==> config.mk <==
export PLATFORM = sky130hd
export DESIGN_NAME = perf_counter_snapshot_reader_flat
export DESIGN_NICKNAME = d
export VERILOG_FILES = /design/src/rtl/perf_counter_snapshot_reader_if.sv /design/src/rtl/perf_counter_snapshot_reader.sv /design/src/flat_wrapper.sv
export SDC_FILE = /design/constraint.sdc
export NUM_CORES = 1
export LEC_CHECK = 0
export BUFFER_PORTS_ARGS = -buffer_cell sky130_fd_sc_hd__buf_2
export CORE_ASPECT_RATIO = 0.6
export CORE_MARGIN = 2
export CORE_UTILIZATION = 50
export DETAILED_ROUTE_END_ITERATION = 10
export PLACE_DENSITY = 0.84
export SLEW_MARGIN = 25
export SYNTH_ARGS = -nofsm -noshare
export SYNTH_HDL_FRONTEND = slang
export SYNTH_SLANG_ARGS = --single-unit
==> constraint.sdc <==
create_clock -name clk -period 2.7 [get_ports clk]
set_input_delay 0.54 -clock clk [delete_from_list [all_inputs] [get_ports clk]]
set_output_delay 0.54 -clock clk [all_outputs]
set_load 0.1 [all_outputs]
==> src/rtl/perf_counter_snapshot_reader_if.sv <==
// Beat stream carrying latched counter halves from the snapshot reader
// to the chip-level debug/config readout path.
interface perf_counter_snapshot_reader_if #(
    parameter int IDX_W = 3
);
    logic             out_valid;
    logic             out_ready;
    logic [31:0]      out_data;
    logic [IDX_W-1:0] out_idx;
    logic             out_hi;
    logic             out_last;

    modport master (
        output out_valid, out_data, out_idx, out_hi, out_last,
        input  out_ready
    );

    modport slave (
        input  out_valid, out_data, out_idx, out_hi, out_last,
        output out_ready
    );
endinterface

==> src/rtl/perf_counter_snapshot_reader.sv <==
// Atomically latches all 64-bit performance counters on request and drains
// them as 32-bit beats, counting requests rejected while a drain is active.
module perf_counter_snapshot_reader #(
    parameter int NUM_COUNTERS = 8,
    parameter int IDX_W        = (NUM_COUNTERS > 1) ? $clog2(NUM_COUNTERS) : 1,
    parameter int DROP_W       = 16
) (
    input  logic                       clk,
    input  logic                       rst_n,
    input  logic [NUM_COUNTERS*64-1:0] counter_values,
    input  logic                       snap_req,
    output logic                       snap_busy,
    output logic                       snap_done,
    output logic [DROP_W-1:0]          drop_count,
    perf_counter_snapshot_reader_if.master stream
);

    localparam int                BEAT_W    = IDX_W + 1;
    localparam logic [BEAT_W-1:0] LAST_BEAT = BEAT_W'(2 * NUM_COUNTERS - 1);

    typedef enum logic [1:0] {
        S_IDLE = 2'd0,
        S_SEND = 2'd1,
        S_DONE = 2'd2
    } state_t;

    state_t                     state;
    logic [NUM_COUNTERS*64-1:0] shadow;
    logic [BEAT_W-1:0]          beat;
    logic [BEAT_W-1:0]          next_beat;
    logic [BEAT_W+4:0]          next_offset;

    // Beats follow the packed word order of the shadow vector, so beat b is
    // simply 32-bit word b of the shadow copy.
    assign next_beat   = beat + 1'b1;
    assign next_offset = {next_beat, 5'b0};
    assign snap_busy   = (state != S_IDLE);

    always_ff @(posedge clk or negedge rst_n) begin
        if (!rst_n) begin
            state            <= S_IDLE;
            shadow           <= '0;
            beat             <= '0;
            drop_count       <= '0;
            snap_done        <= 1'b0;
            stream.out_valid <= 1'b0;
            stream.out_data  <= '0;
            stream.out_idx   <= '0;
            stream.out_hi    <= 1'b0;
            stream.out_last  <= 1'b0;
        end else begin
            if (snap_req && (state != S_IDLE) && (drop_count != {DROP_W{1'b1}})) begin
                drop_count <= drop_count + 1'b1;
            end

            case (state)
                S_IDLE: begin
                    if (snap_req) begin
                        shadow           <= counter_values;
                        beat             <= '0;
                        stream.out_valid <= 1'b1;
                        stream.out_data  <= counter_values[31:0];
                        stream.out_idx   <= '0;
                        stream.out_hi    <= 1'b0;
                        stream.out_last  <= 1'b0;
                        state            <= S_SEND;
                    end
                end

                // Outputs only advance on a handshake, so a stall holds them.
                S_SEND: begin
                    if (stream.out_ready) begin
                        if (beat == LAST_BEAT) begin
                            stream.out_valid <= 1'b0;
                            stream.out_last  <= 1'b0;
                            snap_done        <= 1'b1;
                            state            <= S_DONE;
                        end else begin
                            beat            <= next_beat;
                            stream.out_data <= shadow[next_offset +: 32];
                            stream.out_idx  <= next_beat[BEAT_W-1:1];
                            stream.out_hi   <= next_beat[0];
                            stream.out_last <= (next_beat == LAST_BEAT);
                        end
                    end
                end

                S_DONE: begin
                    snap_done <= 1'b0;
                    state     <= S_IDLE;
                end

                default: begin
                    snap_done        <= 1'b0;
                    stream.out_valid <= 1'b0;
                    state            <= S_IDLE;
                end
            endcase
        end
    end

endmodule
==> src/flat_wrapper.sv <==
// flat-port wrapper written by rule: the top's interface ports become plain ports
module perf_counter_snapshot_reader_flat 
#(
    parameter int NUM_COUNTERS = 8,
    parameter int IDX_W        = (NUM_COUNTERS > 1) ? $clog2(NUM_COUNTERS) : 1,
    parameter int DROP_W       = 16
)
  (clk, rst_n, counter_values, snap_req, snap_busy, snap_done, drop_count, stream_out_valid, stream_out_data, stream_out_idx, stream_out_hi, stream_out_last, stream_out_ready);
  perf_counter_snapshot_reader_if #(.IDX_W(IDX_W)) stream_i ();
  input  logic clk;
  input  logic rst_n;
  input  logic [NUM_COUNTERS*64-1:0] counter_values;
  input  logic snap_req;
  output logic snap_busy;
  output logic snap_done;
  output logic [DROP_W-1:0] drop_count;
  output wire logic [$bits(stream_i.out_valid)-1:0] stream_out_valid;
  output wire logic [$bits(stream_i.out_data)-1:0] stream_out_data;
  output wire logic [$bits(stream_i.out_idx)-1:0] stream_out_idx;
  output wire logic [$bits(stream_i.out_hi)-1:0] stream_out_hi;
  output wire logic [$bits(stream_i.out_last)-1:0] stream_out_last;
  input wire logic [$bits(stream_i.out_ready)-1:0] stream_out_ready;
  assign stream_out_valid = stream_i.out_valid;
  assign stream_out_data = stream_i.out_data;
  assign stream_out_idx = stream_i.out_idx;
  assign stream_out_hi = stream_i.out_hi;
  assign stream_out_last = stream_i.out_last;
  assign stream_i.out_ready = stream_out_ready;
  perf_counter_snapshot_reader #(.NUM_COUNTERS(NUM_COUNTERS), .IDX_W(IDX_W), .DROP_W(DROP_W)) u_core (.clk(clk), .rst_n(rst_n), .counter_values(counter_values), .snap_req(snap_req), .snap_busy(snap_busy), .snap_done(snap_done), .drop_count(drop_count), .stream(stream_i));
endmodule
After elaboration in Yosys (flattened, before gate mapping)
Cells that the tools add are included.
Widths: inputs -> output; s select.
{"block": "classes", "add_sub_neg": 2, "eq_ne": 9, "shifts": 1, "muxes": 30, "bitwise": 2, "reduce_logical": 11}
{"cell": "$shiftx 512x10->32", "n": 1}
{"cell": "$mux 32", "n": 3}
{"cell": "$pmux 32 s2", "n": 1}
{"cell": "$add 16x1->16 const B", "n": 1}
{"cell": "$ne 16x16->1 const B", "n": 1}
{"cell": "$mux 4", "n": 3}
{"cell": "$mux 1", "n": 10}
{"cell": "$mux 3", "n": 3}
{"cell": "$reduce_and 3->1", "n": 3}
{"cell": "$eq 4x4->1 const B", "n": 2}
{"cell": "$pmux 4 s2", "n": 1}
{"cell": "$reduce_and 4->1", "n": 2}
{"cell": "$mux 2", "n": 3}
{"cell": "$ne 2x2->1 const B", "n": 3}
{"cell": "$pmux 1 s2", "n": 3}
{"cell": "$pmux 3 s2", "n": 1}
{"cell": "$add 4x1->4 const B", "n": 1}
{"cell": "$pmux 2 s2", "n": 1}
{"cell": "$reduce_bool 2->1", "n": 2}
{"cell": "$pmux 1 s3", "n": 1}
{"cell": "$eq 2x1->1 const B", "n": 1}
{"cell": "$eq 2x2->1 const B", "n": 1}
{"cell": "$logic_and 1x1->1", "n": 2}
{"cell": "$logic_not 2->1", "n": 1}
{"cell": "3 further kinds", "n": 4}
{"block": "totals", "reg_bits": 573, "input_bits": 516, "out_inout_bits": 56}

Depth between registers and ports, before layout
{"block": "logic_depth", "depth_word": 5, "depth_mapped": 12}

Worst setup path before layout
OpenSTA, ideal clock, no wires.
{"block": "synth_path", "kind": "reg-to-reg", "startpoint": "register u_core.beat[0]", "endpoint": "register u_core.stream.out_data[19]", "setup_ps": 130, "t_arrival_ps": 2927, "required_time_ps": 2570, "setup_slack_ps": -357, "path_stages_with_launch": 11, "period_less_slack_ps": 3057, "cell_sequence": "dfrtp_1 -> buf_6 -> buf_6 -> buf_4 -> inv_1 -> ha_1 -> buf_2 -> buf_1 -> mux4_2 -> o22ai_1 -> o21ai_1"}
{"block": "synth_between", "elab_chain_len": 5, "word_cells_on_any_way": 8, "classes_between": "1 x add/sub; 2 x eq/ne; 1 x shift; 3 x mux; 1 x reduce/logical"}
{"item": "start, declared", "line": "perf_counter_snapshot_reader.sv:29", "rtl": "logic [BEAT_W-1:0] beat;"}
{"item": "start signal, assigned", "line": "perf_counter_snapshot_reader.sv:79", "rtl": "beat <= next_beat;"}
{"item": "$add 4x1->4", "line": "perf_counter_snapshot_reader.sv:35", "rtl": "assign next_beat = beat + 1'b1;"}
{"item": "$shiftx 512x10->32", "line": "perf_counter_snapshot_reader.sv:80", "rtl": "stream.out_data <= shadow[next_offset +: 32];"}
{"item": "$mux 32", "line": "perf_counter_snapshot_reader.sv:73", "rtl": "if (beat == LAST_BEAT) begin"}
{"item": "$mux 32", "line": "perf_counter_snapshot_reader.sv:72", "rtl": "if (stream.out_ready) begin"}
{"item": "$pmux 32 s2", "line": "perf_counter_snapshot_reader.sv:56", "rtl": "case (state)"}
{"item": "end signal, assigned", "line": "perf_counter_snapshot_reader.sv:62", "rtl": "stream.out_data <= counter_values[31:0];"}
{"item": "end signal, assigned", "line": "perf_counter_snapshot_reader.sv:80"}
{"item": "end, declared", "line": "perf_counter_snapshot_reader_if.sv:14", "rtl": "output out_valid, out_data, out_idx, out_hi, out_last,"}
Several ways; a longest one is shown, not always the timed one. The select of a mux whose other input is x is not followed.
A chain may end at the register's enable or synchronous reset.

Final worst setup path
{"block": "layout_path", "startpoint": "register u_core.beat[0]", "endpoint": "register u_core.stream.out_data[13]"}
Same word-level chain as after synthesis.

==> impl_metrics.py <==
metrics = {
    "status": {
        "run_status": "finished clean",
    },
    "clock_network": {
        "post-cts-setup-buffer-count": 0,
        "cts_repair_resized_insts": 0,
        "clk_transition_reported_paths_ns": 0.07,
        "clockBufferDepth": 3,
        "cts.htree.levels": 2,
        "cts_hold_buffers": 1,
        "cts_tree": "done",
        "numClockSinks": 569,
        "cts_inserted_buffers": 51,
        "clk_root_buf": "sky130_fd_sc_hd__clkbuf_16",
        "clkLatencyLatePin_ns": 0.61,
    },
    "global_routing": {
        "global_route.usage.total": 0.3150,
        "antenna_violations_before_repair": 23,
        "global_route.overflow_total": 0,
        "grt_max_degree": 100,
        "grt_first_pass_wirelength_um": 124400,
        "first_global_vias": 21510,
    },
    "die": {
        "die-area_um2": 52910,
        "row_count": 64,
        "floorplan.io_pins": 572,
        "floorplan.core_area_um2": 50690,
        "initial_core_util": 0.5033,
        "dieHeight_um": 179.0,
        "chipWidth_um": 295.6,
    },
    "detailed_routing": {
        "drt_drc_violations_left": 0,
        "antenna_left": 0,
        "dr.pass1.iters": 7,
        "wl_um": 83090,
        "route.detailed.wl_per_inst_um": 20.72,
        "detail_route.iter0.violations": 2310,
        "drt-vias-per-instance": 5.502,
        "via_count": 22060,
    },
    "worst_setup_path": {
        "timing.rr.end": "u_core.stream.out_data[13]",
        "endpoint": "u_core.stream.out_data[13]",
        "ff2ff_path_depth": 6,
        "rr_startpoint": "u_core.beat[0]",
        "startpoint": "u_core.beat[0]",
        "timing.critical_path.from_type": "register",
        "worstSetupPathType": "register to register",
        "worstPathArrival_ns": 2.96,
        "cp.required_ns": 3.22,
        "critical_path_peak_fanout": 36,
        "endpoint_kind": "register",
        "r2r_slack_ns": 0.26,
    },
    "power_and_ir_drop": {
        "power.ir.vdd_worst_v": 0.0007127,
        "pwr_density_cell_nw_per_um2": 1294,
        "power.leakage_nw": 16.54,
    },
    "timing": {
        "post-route-period-util": 0.9039,
        "setup_viol_count_final": 0,
        "timing.setup.tns_ns": 0,
        "timing_max_transition_violations_final": 0,
        "fmaxAchievable_mhz": 409.8,
        "slew_headroom": 0.4234,
        "setup_repair_after_global_routing_missed_its_margin": "false",
        "final.min_clock_period_ns": 2.440,
        "final_hold_viol_count": 0,
        "worstMarginPinSlew_ns": 0.8649,
        "fin_worst_skew_ns": 0.04416,
    },
    "synthesis": {
        "post-synth-top-area-cell": "sky130_fd_sc_hd__dfrtp_1",
        "synth_enable_flop_cells": 0,
        "synth_seq_cells": 569,
        "syn_area_per_cell_um2": 9.362,
        "post_synth_num_cell_types": 43,
        "postSynthNetCount": 3244,
        "yosys_warnings": 0,
        "synth_seq_area_share": 0.5581,
        "postSynth.asyncResetShare": 1.000,
        "dominantRegCellSynth": "sky130_fd_sc_hd__dfrtp_1",
        "synth_top_cell_area_share": 0.5581,
        "synth_top_cells_by_area": "sky130_fd_sc_hd__dfrtp_1, sky130_fd_sc_hd__nand2_1, sky130_fd_sc_hd__mux4_2, sky130_fd_sc_hd__buf_2, sky130_fd_sc_hd__a22oi_1",
        "synth_area_um2": 25510,
        "netlist_instances": 2725,
    },
    "place": {
        "dpl.hpwl_um": 62080,
        "gpl.final_weighted_congestion": 0.9124,
        "placed_cell_area_um2": 29530,
        "portBuffers": 571,
    },
    "worst_hold_path": {
        "hold_path_class": "primary input to register",
    },
    "layout": {
        "layout-drive-gt1-share": 0.2666,
        "fin_area_um2": 31250,
        "fillers": 4110,
        "synthToLayoutAreaGrowth_pct": 22.48,
        "layout.nets": 3784,
    },
    "job": {
        "max-cap-violations": 0,
    },
}
-- layer usage --
metal  vias to the layer above  wire (µm)  global-route usage  part of all wire
met5                         -         80                   0           0.00096
met4                        12       4615              0.1550             0.056
met3                       243       8037             0.07710             0.097
met2                      1188      36500              0.4648              0.44
met1                     10780      33850              0.4405              0.41
li1                       9835          -                   -                 -
-- synthesized netlist by cell type (2+ instances only) --
| cell | instances |
|---|---|
| sky130_fd_sc_hd__dfrtp_1 | 569 |
| sky130_fd_sc_hd__nand3_1 | 45 |
| sky130_fd_sc_hd__buf_1 | 11 |
| sky130_fd_sc_hd__o22ai_1 | 31 |
| sky130_fd_sc_hd__nand4_1 | 2 |
| sky130_fd_sc_hd__and4_1 | 2 |
| sky130_fd_sc_hd__xnor2_1 | 12 |
| sky130_fd_sc_hd__nor3_1 | 2 |
| sky130_fd_sc_hd__inv_1 | 3 |
| sky130_fd_sc_hd__o21ai_0 | 5 |
| sky130_fd_sc_hd__a21oi_1 | 2 |
| sky130_fd_sc_hd__and2_1 | 2 |
| sky130_fd_sc_hd__mux4_2 | 128 |
| sky130_fd_sc_hd__clkbuf_1 | 60 |
| sky130_fd_sc_hd__buf_4 | 11 |
| sky130_fd_sc_hd__clkbuf_2 | 2 |
| sky130_fd_sc_hd__a22oi_1 | 32 |
| sky130_fd_sc_hd__buf_6 | 9 |
| sky130_fd_sc_hd__o21ai_1 | 35 |
| sky130_fd_sc_hd__ha_1 | 3 |
| sky130_fd_sc_hd__xor2_1 | 4 |
| sky130_fd_sc_hd__buf_2 | 80 |
| sky130_fd_sc_hd__and3_1 | 2 |
| sky130_fd_sc_hd__nor2_1 | 6 |
| sky130_fd_sc_hd__nand2_1 | 1649 |
-- per-stage QoR --
| stage | setup WS (ns) | total power [W] | hold slack [ns] | instances | utilization |
|---|---|---|---|---|---|
| after global routing | 0.09078 | 0.04271 | 0.1072 | 4001 | 0.6161 |
| after global placement | 0.2996 | 0.03205 | 0.4509 | 3903 | 0.5821 |
| after CTS | 0.2639 | 0.04030 | 0.1089 | 3994 | 0.6157 |
| after detailed placement | 0.3481 | 0.03273 | 0.4578 | 3904 | 0.5826 |
| final | 0.2596 | 0.04043 | 0.1202 | 4009 | 0.6165 |
| after floorplan | 0.02476 | 0.02684 | 0.2444 | 2725 | - |
-- critical path, stage by stage, from the launching register on --
cell,delay [ns]
sky130_fd_sc_hd__dfrtp_4,0.51
sky130_fd_sc_hd__ha_1,0.41
sky130_fd_sc_hd__nand3_1,0.21
sky130_fd_sc_hd__nand3_1,0.14
sky130_fd_sc_hd__a21o_2,0.69
sky130_fd_sc_hd__a22oi_1,0.21
sky130_fd_sc_hd__o21ai_1,0.16
-- power breakdown --
part           internal (W)  switching, W
Sequential           0.0125       0.00254
Combinational       0.00674        0.0112
Clock               0.00415       0.00328
Total                0.0234        0.0170
-- layout by cell type (no fill, tap or decap), types with 2 or more instances in the layout --
cell                        instances
sky130_fd_sc_hd__nand2_1         1648
sky130_fd_sc_hd__buf_2            570
sky130_fd_sc_hd__dfrtp_1          568
sky130_fd_sc_hd__mux4_2           128
sky130_fd_sc_hd__buf_4             56
sky130_fd_sc_hd__clkbuf_16         52
sky130_fd_sc_hd__nand3_1           45
sky130_fd_sc_hd__o21ai_1           35
sky130_fd_sc_hd__a22oi_1           32
sky130_fd_sc_hd__o22ai_1           31
sky130_fd_sc_hd__buf_12            31
sky130_fd_sc_hd__diode_2           15
sky130_fd_sc_hd__clkbuf_1          13
sky130_fd_sc_hd__xnor2_1           11
sky130_fd_sc_hd__clkbuf_8           8
sky130_fd_sc_hd__clkinv_2           7
sky130_fd_sc_hd__nor2_1             6
sky130_fd_sc_hd__o21ai_0            5
sky130_fd_sc_hd__bufinv_16          4
sky130_fd_sc_hd__inv_1              3
sky130_fd_sc_hd__xor2_1             3
sky130_fd_sc_hd__and3_2             2
sky130_fd_sc_hd__nor3_1             2
sky130_fd_sc_hd__and4_1             2
sky130_fd_sc_hd__nand4_1            2
sky130_fd_sc_hd__a21oi_1            2
sky130_fd_sc_hd__ha_1               2
sky130_fd_sc_hd__inv_6              2
-- cells by family after synthesis --
group	count (synthesis)	share of synthesized area
multiplexers	129	0.1134
AND/OR/NAND/NOR	1718	0.2574
buffers and inverters	176	0.03418
AO/OA/AOI/OAI	113	0.02928
XOR/XNOR	17	0.006130
flip-flops	569	0.5581
adder cells (fa/ha/maj)	3	0.001471
-- layout make-up --
| class | count | area (µm²) | share of cell area |
|---|---|---|---|
| Tap cell | 693 | 867.1 | 0.02775 |
| Sequential cell | 569 | 14240 | 0.4558 |
| Multi-Input combinational cell | 1980 | 10480 | 0.3352 |
| Inverter | 3 | 11.26 | 0.0003604 |
| Timing Repair Buffer | 660 | 3946 | 0.1263 |
| Antenna cell | 15 | 37.54 | 0.001201 |
| Clock buffer | 73 | 1460 | 0.04673 |
| Clock inverter | 16 | 207.7 | 0.006647 |
-- how the worst min path moves through the flow --
stage	startpoint	to	cells after the start	slack, ns
4_1_cts	counter_values[444]	u_core.shadow[444]	3	0.11
2_1_floorplan	rst_n	u_core.beat[1]	0	0.24
5_1_grt	counter_values[444]	u_core.shadow[444]	3	0.11
3_3_place_gp	u_core.shadow[63]	u_core.shadow[63]	2	0.45
6_report	counter_values[43]	u_core.shadow[43]	3	0.12
3_5_place_dp	u_core.shadow[173]	u_core.shadow[173]	2	0.46
-- registers in the layout, indices dropped and copies added, names as in the netlist --
signal,cells
u_core.drop_count,16
u_core.stream.out_data,32
u_core.snap_done,1
u_core.shadow,512
u_core.stream.out_last,1
u_core.state,2
u_core.beat,4
u_core.stream.out_valid,1
Note: power is estimated with default switching activity, not from simulation.
